<file path="config.mk">
export PLATFORM = sky130hd
export DESIGN_NAME = uart_rx_edge_bit_sampler
export DESIGN_NICKNAME = d
export VERILOG_FILES = /design/src/rtl/uart_rx_edge_bit_sampler.sv
export SDC_FILE = /design/constraint.sdc
export NUM_CORES = 1
export LEC_CHECK = 0
export BUFFER_PORTS_ARGS = -buffer_cell sky130_fd_sc_hd__buf_2
export CAP_MARGIN = 10
export CORE_MARGIN = 10
export CORE_UTILIZATION = 50
export CTS_BUF_LIST = sky130_fd_sc_hd__clkbuf_8 sky130_fd_sc_hd__clkbuf_16
export CTS_CLUSTER_DIAMETER = 80
export DETAILED_ROUTE_END_ITERATION = 10
export HOLD_SLACK_MARGIN = 0.05
export PLACE_DENSITY = 0.83
export SLEW_MARGIN = 10
export SYNTH_ARGS = -nofsm -noshare
export SYNTH_HDL_FRONTEND = slang
export SYNTH_SLANG_ARGS = --single-unit
</file>
<file path="constraint.sdc">
create_clock -name CLK -period 5.5 [get_ports CLK]
set_clock_uncertainty 0.1 [all_clocks]
set_input_delay 0.55 -clock CLK [delete_from_list [all_inputs] [get_ports CLK]]
set_output_delay 0.55 -clock CLK [all_outputs]
set_load 0.005 [all_outputs]
</file>
<file path="src/rtl/uart_rx_edge_bit_sampler.sv">
// UART RX timing front end: per-bit edge counter, frame bit counter and a
// 3-sample mid-bit majority vote producing one clean bit per bit period.
module uart_rx_edge_bit_sampler #(
    parameter int unsigned WIDTH = 7
) (
    input  logic             CLK,
    input  logic             RST,
    input  logic             RX_IN,
    input  logic             ENABLE,
    input  logic             DAT_SAMP_EN,
    input  logic [WIDTH-2:0] PRESCALE,
    output logic [WIDTH-1:0] EDGE_CNT,
    output logic [3:0]       BIT_CNT,
    output logic             SAMPLED_BIT,
    output logic             SAMPLE_VALID,
    output logic             CFG_ERR
);

    logic [WIDTH-2:0] p_q, p_d;
    logic             cfg_err_q, cfg_err_d;
    logic [WIDTH-1:0] edge_q, edge_d;
    logic [3:0]       bit_q, bit_d;
    logic [1:0]       samp_q, samp_d;
    logic             vote_ok_q, vote_ok_d;
    logic             sampled_q, sampled_d;
    logic             valid_q, valid_d;

    logic [WIDTH-1:0] p_ext;
    logic [WIDTH-1:0] last_edge;
    logic [WIDTH-1:0] mid;
    logic [WIDTH-1:0] mid_lo;
    logic [WIDTH-1:0] mid_hi;
    logic             prescale_bad;
    logic             majority;

    assign p_ext     = {1'b0, p_q};
    assign last_edge = p_ext - WIDTH'(1);
    assign mid       = p_ext >> 1;
    assign mid_lo    = mid - WIDTH'(1);
    assign mid_hi    = mid + WIDTH'(1);

    assign prescale_bad = PRESCALE[0] | (PRESCALE < (WIDTH-1)'(8));
    assign majority     = (samp_q[0] & samp_q[1]) | (samp_q[0] & RX_IN) | (samp_q[1] & RX_IN);

    // Prescale and its legality are only tracked between frames.
    always_comb begin
        p_d       = p_q;
        cfg_err_d = cfg_err_q;
        if (!ENABLE) begin
            p_d       = PRESCALE;
            cfg_err_d = prescale_bad;
        end
    end

    always_comb begin
        edge_d = edge_q;
        bit_d  = bit_q;
        if (!ENABLE) begin
            edge_d = '0;
            bit_d  = '0;
        end else if (edge_q == last_edge) begin
            edge_d = '0;
            if (bit_q != 4'd15) begin
                bit_d = bit_q + 4'd1;
            end
        end else begin
            edge_d = edge_q + WIDTH'(1);
        end
    end

    // vote_ok tracks that every sample edge so far in this bit had DAT_SAMP_EN.
    always_comb begin
        samp_d    = samp_q;
        vote_ok_d = vote_ok_q;
        sampled_d = sampled_q;
        valid_d   = 1'b0;
        if (!ENABLE) begin
            vote_ok_d = 1'b0;
        end else if (edge_q == mid_lo) begin
            if (DAT_SAMP_EN) begin
                samp_d[0] = RX_IN;
            end
            vote_ok_d = DAT_SAMP_EN;
        end else if (edge_q == mid) begin
            if (DAT_SAMP_EN) begin
                samp_d[1] = RX_IN;
            end
            vote_ok_d = vote_ok_q & DAT_SAMP_EN;
        end else if (edge_q == mid_hi) begin
            vote_ok_d = 1'b0;
            if (vote_ok_q && DAT_SAMP_EN) begin
                sampled_d = majority;
                valid_d   = ~cfg_err_q;
            end
        end
    end

    always_ff @(posedge CLK or posedge RST) begin
        if (RST) begin
            p_q       <= (WIDTH-1)'(8);
            cfg_err_q <= 1'b0;
            edge_q    <= '0;
            bit_q     <= '0;
            samp_q    <= '0;
            vote_ok_q <= 1'b0;
            sampled_q <= 1'b1;
            valid_q   <= 1'b0;
        end else begin
            p_q       <= p_d;
            cfg_err_q <= cfg_err_d;
            edge_q    <= edge_d;
            bit_q     <= bit_d;
            samp_q    <= samp_d;
            vote_ok_q <= vote_ok_d;
            sampled_q <= sampled_d;
            valid_q   <= valid_d;
        end
    end

    assign EDGE_CNT     = edge_q;
    assign BIT_CNT      = bit_q;
    assign SAMPLED_BIT  = sampled_q;
    assign SAMPLE_VALID = valid_q;
    assign CFG_ERR      = cfg_err_q;

endmodule

</file>
Word-level counts from Yosys, hierarchy flattened:

Cells that the tools add are included.
W data, S select, Z words.

* flip-flop bits (word level): 23
* bits of input ports: 11
* output and inout port bits: 14
* word-level logic and storage cells: 52

* add/subtract/negate cells: 5
* magnitude comparators: 1
* equal/unequal tests: 8
* mux-type cells: 14
* bitwise operators: 10
* reductions and logical operators: 5

Operators by type and width (number)
* $eq A7 B7 Y1: 2
* $mux W7: 2
* $mux W4: 3
* $mux W1: 9
* $add A7 B1 Y7 const B: 1
* $eq A7 B5 Y1: 1
* $eq A7 B6 Y1: 1
* $sub A6 B1 Y7 const B: 1
* $add A5 B1 Y6 const B: 1
* $lt A6 B4 Y1 const B: 1
* $sub A5 B1 Y6 const B: 1
* $reduce_and A5 Y1: 1
* $add A4 B1 Y4 const B: 1
* $and A1 B1 Y1: 4
* $ne A2 B1 Y1 const B: 2
* $ne A4 B1 Y1 const B: 1
* $ne A4 B4 Y1 const B: 1
* $reduce_and A4 Y1: 1
* $not A1 Y1: 3
* $or A1 B1 Y1: 3
* $reduce_and A3 Y1: 1
* $reduce_and A2 Y1: 1
* $logic_and A1 B1 Y1: 1

Longest topological paths before layout:

* word-level depth: 6
* depth in mapped cells: 8
* mapped depth without buffers: 7

Worst setup path before layout:

No wires, ideal clock.

* path type: reg2reg
* start point: register p_q[2]
* end point: register bit_q[0] (netlist: BIT_CNT[0])
* setup time: 0.079 ns
* arrival: 2.066 ns
* data required time: 5.321 ns
* setup slack: 3.255 ns
* cell stages (with the launch flop): 9
* buffers on the path: 1
* period minus slack after synthesis: 2.245 ns
* cell sequence: dfrtp_1 > buf_2 > inv_1 > ha_1 > a21boi_0 > o211a_1 > o2111ai_1 > nor4_2 > mux2i_1

* word-level cells in the longest chain between the ends: 4

RTL lines
* start, declared: line 19 `logic [WIDTH-2:0] p_q, p_d;`
* start signal, assigned: line 100 `p_q <= (WIDTH-1)'(8);`
* start signal, assigned: line 109 `p_q <= p_d;`
* $sub A6 B1 Y7: line 37 `assign last_edge = p_ext - WIDTH'(1);`
* $eq A7 B7 Y1: line 61 `end else if (edge_q == last_edge) begin`
* $ne A2 B1 Y1 (no line)
* $reduce_and A2 Y1 (no line)
* end signal, assigned: line 112 `bit_q <= bit_d;`
* end, declared: line 22 `logic [3:0] bit_q, bit_d;`

No other way between the ends.
A chain may end at the register's enable or synchronous reset.

Final worst setup path:

* start point: register p_q[2]
* end point: register edge_q[6] (netlist: EDGE_CNT[6])

* word-level cells in the longest chain between the ends: 4

RTL lines
* $sub A6 B1 Y7: line 37
* $eq A7 B7 Y1: line 61
* $mux W7: line 61
* $mux W7: line 58 `if (!ENABLE) begin`
* net edge_d[6]: line 21 `logic [WIDTH-1:0] edge_q, edge_d;`
* end signal, assigned: line 111 `edge_q <= edge_d;`
* end, declared: line 21

The timed path passes the listed nets, and every way through them passes these cells.

==> reports/results.txt <==
Layout cells sized above 1: 0.239
Post-synthesis compound-gate area fraction: 0.123
DRT iter0 DRCs: 61
Maximum VDD drop: 0.171 mV
Placement Rows: 20
Flop pwr share: 0.504
Synth top area cells: dfrtp_1 33%, xnor2_1 6.1%, mux2_2 5.7%, xor2_1 5.0%, ha_1 4.7%
Xor/xnor share of the synthesized area: 0.120
Worst reg2reg endpoint: EDGE_CNT[6]
Via density: 5.72
Final hold vios: 0
Syn Nets: 182
Post-Syn Instances: 165
Ys flop type: dfrtp_1
Max-slew violation count: 0
CP Max Fanout: 10
Synth-to-layout area growth: 10.6%
Initial Utilization: 0.520
Setup Viol. Count Final: 0
Largest net degree at the start of global routing: 24
Worst setup SP type: flip-flop
P_leak: 0.794 nW
Synth async-reset ratio: 1.00
Clock-pin slew on the worst setup and hold paths: 0.08 ns
Clock network latency to the later pin of the worst-skew pair: 0.26 ns
Die span in x: 76.4 um
Clock period minus worst slack: 2.52 ns
H-tree depth: 1
Mux share of post-synthesis cell area: 0.0882
Critical path's slowest cell: o31ai_2
# DRC: 0
First-pass GRT wire length: 6.08 mm
Total GRT Usage: 0.122
Final wirelength: 3.42 mm
Synth Area in Adders: 0.0535
Critical path capture point type: flip-flop
Root Buffer: clkbuf_8
Post-CTS Resized: 0
CTS hold repair buffers: 0
Layout Nets: 202
CP startpoint: p_q[2]
Worst Reg-to-Reg Cells: 7
Die Y: 76.4 um
Post-CTS setup buffers: 0
Worst slew pin tran: 0.844 ns
Hold WC Path Type: input port to async pin
Setup crit end: EDGE_CNT[6]
Number of global-route vias before repair: 1381
Core ar.: 3050 um^2
Slowest stage delay, CP: 0.54 ns
Clock share of power: 0.255
DR WL/cell: 15.0 um
Total power: 0.407 mW
Max cap viols: 0
WS Path Type: flip-flop to flip-flop
Max-slew headroom: 0.437
Post-synth EDFFs: 0
RR Startpoint: p_q[2]
IO Port Bufs: 24
Combinational share of power: 0.241
Avg Inst Size Synth: 9.63 um^2
Critical-path cell list: inv_1, ha_1, a21boi_0, o211a_1, o2111ai_1, o31ai_2, nor2_1
Sequential share of the synthesized area: 0.364
FF+latch count, synth: 23
YS warnings: 0
Area share of the largest cell type after synthesis: 0.331
CTS Buf Count: 3
Sink Count: 23
Internal: 0.279 mW
CTS tree: built
Mapped cell area: 1590 um^2
Simple-gate area share of the yosys netlist: 0.195
Net Sw Power: 0.128 mW
PwrDens: 232 nW/um^2
Gpl congestion: 1.01
Arr. time, crit path: 2.55 ns
Sw Ratio: 0.315
Internal reg-to-reg setup slack: 2.98 ns
I/O pins: 25
GRT overflow: 0
Tcrit/Tclk final: 0.458
Status: finished clean
Critical path depth: 7
DP Wirelength: 2.63 mm
Drt pass-1 iters: 4
Post-synthesis cell type count: 50
Worst path buffer plus inverter count: 1
Antenna-violating nets left: 0
Cell family with most CP delay: compound AO/OA/AOI/OAI gates
Ant. Diodes: 0
Area leader, netlist: dfrtp_1
FMAX: 0.397 GHz
Die ar.: 5830 um^2
Initial antenna violation count: 0
RSZ-0062 raised after global routing: false
CP required: 5.53 ns
Synth top cells by count: 21 x dfrtp_1, 13 x nor2_1, 11 x xnor2_1
Vias: 1304
Most frequent cell after synthesis: dfrtp_1
CTS Buffer Depth: 2
Setup TNS Final: 0 ns
Largest family of logic cells by synthesized area: simple AND/OR/NAND/NOR gates
## worst min-delay path by stage
stage / endpoint / slack, ns / depth (start not counted) / start
2_1_floorplan: SAMPLE_VALID / 0.36 / 1 / CFG_ERR
3_3_place_gp: SAMPLE_VALID / 0.36 / 1 / CFG_ERR
3_5_place_dp: SAMPLE_VALID / 0.37 / 1 / CFG_ERR
4_1_cts: SAMPLE_VALID / 0.38 / 1 / CFG_ERR
5_1_grt: SAMPLED_BIT / 0.41 / 2 / SAMPLED_BIT
6_report: p_q[4] / 0.34 / 2 / RST
## metal layers
layer / part of all wire / track usage / vias to the layer above
met5: 0 / 0 / -
met4: 0.021 / 0.0595 / 0
li1: - / - / 631
met2: 0.48 / 0.207 / 44
met3: 0.040 / 0.0224 / 9
met1: 0.46 / 0.144 / 620
## kinds of logic after synthesis
kind of cell               count (synthesis)
AOI/OAI and AO/OA                         25
xor gates and xnor gates                  21
adders and majority gates                  7
buffers and inverters                     19
DFF                                       23
muxes                                     13
and+or+nand+nor                           57
## cells in the final DEF, fill, tap and decap left out, types with 4 or more instances in the layout
| cell type | count |
|---|---|
| nor3_1 | 5 |
| nand3_1 | 5 |
| buf_2 | 24 |
| ha_1 | 6 |
| xor2_1 | 9 |
| a21oi_1 | 4 |
| dfrtp_1 | 21 |
| xnor2_1 | 11 |
| mux2_2 | 8 |
| nor2_1 | 13 |
| inv_1 | 11 |
| mux2i_1 | 5 |
| nand2_1 | 10 |
## through the flow
| step | instances | util | worst slack, ns | hold WS [ns] | cell area (um^2) |
|---|---|---|---|---|---|
| after floorplan | 165 | - | 3.25 | 0.356 | 1590 |
| after global routing | 228 | 0.576 | 2.81 | 0.407 | 1760 |
| after detailed placement | 224 | 0.561 | 3.01 | 0.367 | 1710 |
| final | 228 | 0.576 | 2.98 | 0.343 | 1760 |
| after global placement | 224 | 0.561 | 3.13 | 0.357 | 1710 |
| after CTS | 228 | 0.576 | 2.98 | 0.379 | 1760 |
## state kept, by name, summed over array words and instances, names as in the netlist
| register | flops |
|---|---|
| CFG_ERR | 1 |
| SAMPLED_BIT | 1 |
| EDGE_CNT | 7 |
| p_q | 6 |
| vote_ok_q | 1 |
| SAMPLE_VALID | 1 |
| samp_q | 2 |
| BIT_CNT | 4 |
## power groups by stage
stage | sequential (mW) | combinational, mW | clock (mW)
after floorplan | 0.197 | 0.0841 | 0
after global placement | 0.207 | 0.0950 | 0
after detailed placement | 0.208 | 0.0976 | 0
after CTS | 0.205 | 0.0985 | 0.105
after global routing | 0.208 | 0.111 | 0.113
final | 0.205 | 0.0980 | 0.104
## layout make-up
type / count / area, um^2
Sequential cell: 23 / 578
Clock inverter: 1 / 3.75
Clock buffer: 3 / 41.3
Inverter: 10 / 37.5
Tap cell: 44 / 55.1
Fill cell: 279 / 1290
Multi-Input combinational cell: 123 / 922
Timing Repair Buffer: 24 / 120
Note: power is estimated with default switching activity, not from simulation.
